## src/rtl/fir_seq_mac.sv

```systemverilog
// Sequential FIR filter: one multiplier, time-shared across TAPS coefficients,
// with a valid/ready sample interface, rounding/saturating output and writable taps.
module fir_seq_mac #(
    parameter int DATA_W = 8,
    parameter int COEF_W = 8,
    parameter int TAPS   = 4,
    parameter int OUT_W  = 8,
    parameter int SHIFT  = 2,
    localparam int AW    = ($clog2(TAPS) > 1) ? $clog2(TAPS) : 1
) (
    input  logic                     clk,
    input  logic                     rst_n,
    input  logic                     in_valid,
    output logic                     in_ready,
    input  logic signed [DATA_W-1:0] in_data,
    output logic                     out_valid,
    input  logic                     out_ready,
    output logic signed [OUT_W-1:0]  out_data,
    output logic                     out_sat,
    input  logic                     coef_we,
    input  logic [AW-1:0]            coef_addr,
    input  logic signed [COEF_W-1:0] coef_wdata,
    output logic                     coef_err,
    input  logic [AW-1:0]            coef_raddr,
    output logic signed [COEF_W-1:0] coef_rdata,
    output logic                     busy
);

    localparam int PROD_W = DATA_W + COEF_W;
    localparam int ACC_W  = PROD_W + $clog2(TAPS);
    localparam int RND_SH = (SHIFT > 0) ? SHIFT - 1 : 0;

    localparam logic [AW:0]           TAPS_C  = (AW+1)'(TAPS);
    localparam logic [AW-1:0]         K_LAST  = AW'(TAPS - 1);
    localparam logic signed [ACC_W:0] RND     = (SHIFT > 0) ? (ACC_W+1)'(1) <<< RND_SH
                                                            : (ACC_W+1)'(0);
    localparam logic signed [ACC_W:0] OUT_MAX = {{(ACC_W-OUT_W+2){1'b0}}, {(OUT_W-1){1'b1}}};
    localparam logic signed [ACC_W:0] OUT_MIN = {{(ACC_W-OUT_W+2){1'b1}}, {(OUT_W-1){1'b0}}};

    typedef enum logic [1:0] {S_IDLE, S_MAC, S_OUT} state_t;

    state_t                    state;
    logic signed [DATA_W-1:0]  x_dl_p0 [TAPS];
    logic signed [COEF_W-1:0]  coef_q  [TAPS];
    logic signed [ACC_W-1:0]   acc_p0;
    logic [AW-1:0]             k_p0;

    logic signed [PROD_W-1:0]  x_ext;
    logic signed [PROD_W-1:0]  h_ext;
    logic signed [PROD_W-1:0]  prod;
    logic signed [ACC_W-1:0]   acc_nxt;
    logic [OUT_W:0]            res_sat;
    logic                      coef_ok;
    logic                      coef_bad;

    // Round half up, then arithmetic shift; one guard bit absorbs the rounding carry.
    function automatic logic signed [ACC_W:0] round_shift(input logic signed [ACC_W-1:0] a);
        logic signed [ACC_W:0] ext;
        ext = {a[ACC_W-1], a};
        return (ext + RND) >>> SHIFT;
    endfunction

    // Returns {saturated, value} clamped to the signed OUT_W range.
    function automatic logic [OUT_W:0] saturate(input logic signed [ACC_W:0] r);
        if (r > OUT_MAX)
            return {1'b1, OUT_MAX[OUT_W-1:0]};
        if (r < OUT_MIN)
            return {1'b1, OUT_MIN[OUT_W-1:0]};
        return {1'b0, r[OUT_W-1:0]};
    endfunction

    always_comb begin
        x_ext   = PROD_W'(x_dl_p0[k_p0]);
        h_ext   = PROD_W'(coef_q[k_p0]);
        prod    = x_ext * h_ext;
        acc_nxt = acc_p0 + ACC_W'(prod);
        res_sat = saturate(round_shift(acc_nxt));
    end

    assign in_ready   = (state == S_IDLE);
    assign busy       = (state == S_MAC);
    assign coef_ok    = coef_we && (state != S_MAC) && ({1'b0, coef_addr} < TAPS_C);
    assign coef_bad   = coef_we && !coef_ok;
    assign coef_rdata = ({1'b0, coef_raddr} < TAPS_C) ? coef_q[coef_raddr] : '0;

    // Coefficient bank: a write landing on the accept edge is seen by that sample's MAC.
    always_ff @(posedge clk or negedge rst_n) begin
        if (!rst_n) begin
            for (int i = 0; i < TAPS; i++)
                coef_q[i] <= '0;
            coef_q[0] <= COEF_W'(1);
            coef_err  <= 1'b0;
        end else begin
            coef_err <= coef_bad;
            if (coef_ok)
                coef_q[coef_addr] <= coef_wdata;
        end
    end

    // Control FSM: accept -> TAPS multiply-accumulate cycles -> hold result until consumed.
    always_ff @(posedge clk or negedge rst_n) begin
        if (!rst_n) begin
            state     <= S_IDLE;
            for (int i = 0; i < TAPS; i++)
                x_dl_p0[i] <= '0;
            acc_p0    <= '0;
            k_p0      <= '0;
            out_valid <= 1'b0;
            out_data  <= '0;
            out_sat   <= 1'b0;
        end else begin
            unique case (state)
                S_IDLE: begin
                    if (in_valid) begin
                        x_dl_p0[0] <= in_data;
                        for (int i = 1; i < TAPS; i++)
                            x_dl_p0[i] <= x_dl_p0[i-1];
                        acc_p0 <= '0;
                        k_p0   <= '0;
                        state  <= S_MAC;
                    end
                end
                S_MAC: begin
                    acc_p0 <= acc_nxt;
                    if (k_p0 == K_LAST) begin
                        k_p0      <= '0;
                        out_data  <= res_sat[OUT_W-1:0];
                        out_sat   <= res_sat[OUT_W];
                        out_valid <= 1'b1;
                        state     <= S_OUT;
                    end else begin
                        k_p0 <= k_p0 + 1'b1;
                    end
                end
                S_OUT: begin
                    if (out_ready) begin
                        out_valid <= 1'b0;
                        state     <= S_IDLE;
                    end
                end
                default: state <= S_IDLE;
            endcase
        end
    end

endmodule
```

## config.mk

```make
export PLATFORM = sky130hd
export DESIGN_NAME = fir_seq_mac
export DESIGN_NICKNAME = d
export VERILOG_FILES = /design/src/rtl/fir_seq_mac.sv
export SDC_FILE = /design/constraint.sdc
export NUM_CORES = 1
export LEC_CHECK = 0
export ABC_AREA = 1
export CAP_MARGIN = 20
export CORE_ASPECT_RATIO = 1.75
export CORE_MARGIN = 2
export CORE_UTILIZATION = 52
export DETAILED_ROUTE_END_ITERATION = 10
export PLACE_DENSITY_LB_ADDON = 0.1
export SLEW_MARGIN = 30
export SYNTH_ARGS = -nofsm -noshare
export SYNTH_HDL_FRONTEND = slang
export SYNTH_SLANG_ARGS = --single-unit
export TNS_END_PERCENT = 50
```

## constraint.sdc

```tcl
create_clock -name clk -period 7.3 [get_ports clk]
set_input_delay 1.825 -clock clk [delete_from_list [all_inputs] [get_ports clk]]
set_output_delay 1.825 -clock clk [all_outputs]
set_load 0.02 [all_outputs]
```

==> out/results.tsv <==
stage	metric	value	unit
timing	post-layout min period	6668	ps
clock_tree	clock tree from TritonCTS	done	
floorplan	die height	172.4	um
clock_tree	Clock transition at path regs	80	ps
grt	first-pass GRT wire length	35340	um
cells_and_area	Finished Core Util	59.76	%
clock_tree	# H-tree levels	3	
timing	fin. max-slew vios	0	
cells_and_area	area grow syn2layout	12.53	%
synthesis	Cell variety after synth	35	
floorplan	die area	0.01729	mm^2
clock_tree	CTS Sinks	97	
synthesis	ys flop type	dfrtp_1	
detailed_routing	Avg WL per Cell	15.89	um
timing	RSZ-0062 raised after global routing	false	
timing	Final Hold Fails	0	
critical_path	worst r2r src	k_p0[0]	
clock_tree	worst skew pair latency	360	ps
synthesis	Synth area leader	dfrtp_1	
timing	final setup fails	0	
synthesis	Mapped Cells	1084	
critical_path	Crit Path Class	flip-flop to flip-flop	
placed_design	HPWL after DPL	16590	um
placed_design	I/O Buffers	45	
grt	Tot GR Track Use	26.34	%
detailed_routing	TritonRoute pass-1 iters	5	
detailed_routing	antenna viol nets, final	0	
cells_and_area	number of diodes	0	
critical_path	most used cell, CP	nand2_1	
status	status	completed	
grt	vias in the first global route	7283	
detailed_routing	vias	7186	
synthesis	Synth area leaders	dfrtp_1 (28%), fa_1 (19%), nand2_1 (13%)	
cells_and_area	area occupied by registers	0.002429	mm^2
floorplan	Initial Util	53.11	%
synthesis	Synth Net Count	1233	
critical_path	CP max stage delay	540	ps
timing	Max Fclk	150.0	MHz
timing	worst-margin pin slew	901.2	ps
synthesis	asr flop ratio synth	100.0	%
worst_hold_path	hold crit path type	flip-flop to flip-flop	
critical_path	Worst EP arrival	6920	ps
clock_tree	CTS Root Cell	clkbuf_16	
cells_and_area	area taken by multi-input logic gates	0.005145	mm^2
synthesis	sequential fraction of the synthesis area	28.81	%
floorplan	core area	0.01588	mm^2
critical_path	Crit. Startpoint	k_p0[0]	
synthesis	most common cell in the netlist	nand2_1	
synthesis	Synth warnings	0	
floorplan	row count	61	
detailed_routing	Routed WL	21090	um
cells_and_area	fill count	1472	
timing	fin crit share	91.35	%
grt	largest net degree at the start of global routing	51	
worst_hold_path	worst hold start	out_data[5]	
grt	initial antenna violation count	0	
critical_path	Worst setup SP type	flip-flop	
detailed_routing	drt drc	0	
synthesis	number of flops mapped to enable cells by yosys	0	
timing	clk_skew	11.34	ps
clock_tree	total CTS buffers	9	
synthesis	synth cell count leaders	nand2_1 (283), inv_1 (198), o21ai_0 (102), dfrtp_1 (96), nor2_1 (95)	
grt	GRT overflow	0	
cells_and_area	layout cells sized above 1	6.766	%
synthesis	synthesized area per cell	7.777	um^2
clock_tree	CTS Buffer Depth	2	
timing	Total Neg Setup Slack	0	ps
job	Max Cap Viol	0	
detailed_routing	drt via density	5.415	
critical_path	Worst path slowest cell	fa_1	
timing	Relative slew margins	39.85	%
critical_path	crit path capture type	flip-flop	
clock_tree	post-CTS setup buffer count	0	
synthesis	Yosys top cell area share	28.50	%
critical_path	crit path max fanout	15	
synthesis	#FFs+latches synth	97	
cells_and_area	Final nets	1282	
synthesis	post-synthesis cell area	0.008431	mm^2
detailed_routing	initial DRC count	262	
floorplan	IO Pins	46	
placed_design	gp weighted congestion	0.8971	
floorplan	Die Wd	100.3	um
critical_path	Critical Path RT	7560	ps
==> layout make-up <==
| cell class | count | share of cell area [%] |
|---|---|---|
| well taps | 189 | 2.493 |
| clock buffers | 9 | 2.374 |
| flip-flops and latches | 97 | 25.60 |
| multi-input cells | 758 | 54.23 |
| repair buffers | 64 | 6.225 |
| inverters | 203 | 8.072 |
| clock inverters | 7 | 1.002 |
==> state kept, by name, indices dropped and copies added, names as in the netlist <==
signal,flops
acc_p0,18
out_data,8
coef_q,32
state,2
coef_err,1
out_sat,1
x_dl_p0,32
out_valid,1
k_p0,2
==> timing repair <==
action,CTS,global route
endpoints found under the hold margin,0,0
resized for setup,0,1
hold buffers,0,0
setup endpoints to repair,0,6
==> final timing paths <==
kind | to | cells past startpoint | slack (ps)
worst max-delay path | out_data[4] | 30 | 630
worst min-delay path | out_data[5] | 2 | 480
worst max register to register | out_data[4] | 30 | 630
worst min register to register | out_data[5] | 2 | 480
max in group asynchronous | acc_p0[1] | 2 | 4700
min in group asynchronous | coef_q[25] | 1 | 1490
==> routing by layer <==
metal / routed length, um / track usage (%) / vias to the layer above
met5: 0 / 0 / -
met4: 1023 / 14.29 / 0
met3: 520 / 2.829 / 59
met2: 11580 / 48.56 / 129
met1: 7968 / 29.22 / 3512
li1: - / - / 3486
==> critical path: cells and delay by family (launching register included) <==
family          cells  cell delay (ps)
compound gates      4             1160
fa+ha+maj           6             2480
flops               1              390
simple gates       13             1320
buf+inv             7             1200
==> cells in the final DEF, fill, tap and decap left out, drive strengths merged <==
cell type,n
nand4,19
bufinv,1
clkbuf,9
nand2,295
xnor2,3
a32oi,16
o211ai,1
inv,205
a31oi,3
nor2,105
clkinv,3
o21ai,103
o21bai,3
nor3,3
clkinvlp,1
xor2,5
o22ai,12
dfstp,1
buf,20
clkdlybuf4s50,44
nand3b,2
or2,1
fa,80
a22o,1
a21oi,22
nand3,40
ha,44
dfrtp,96
==> cells by family (layout without fill, tap and decap cells) <==
group	count (synthesis)	in the layout	synth area share, %
flip-flops	97	97	28.81
AO/OA/AOI/OAI	161	161	10.83
XOR/XNOR	8	8	0.8311
adder cells (fa/ha/maj)	124	124	25.53
buffers and inverters	229	283	10.20
AND/OR/NAND/NOR	465	465	23.81
==> through the flow <==
| step | area [um^2] | instances | hold WS (ps) | setup slack (ps) |
|---|---|---|---|---|
| after floorplan | 8431 | 1084 | 453.3 | 631.5 |
| after global placement | 9160 | 1311 | 465.1 | 590.6 |
| after detailed placement | 9160 | 1311 | 468.9 | 562.2 |
| after CTS | 9480 | 1327 | 487.1 | 544.9 |
| after global routing | 9487 | 1327 | 496.6 | 77.63 |
| final | 9487 | 1327 | 481.5 | 631.7 |
Power is not shown: default switching activity piles up to over one toggle a cycle in this logic, so the estimate is an artifact.
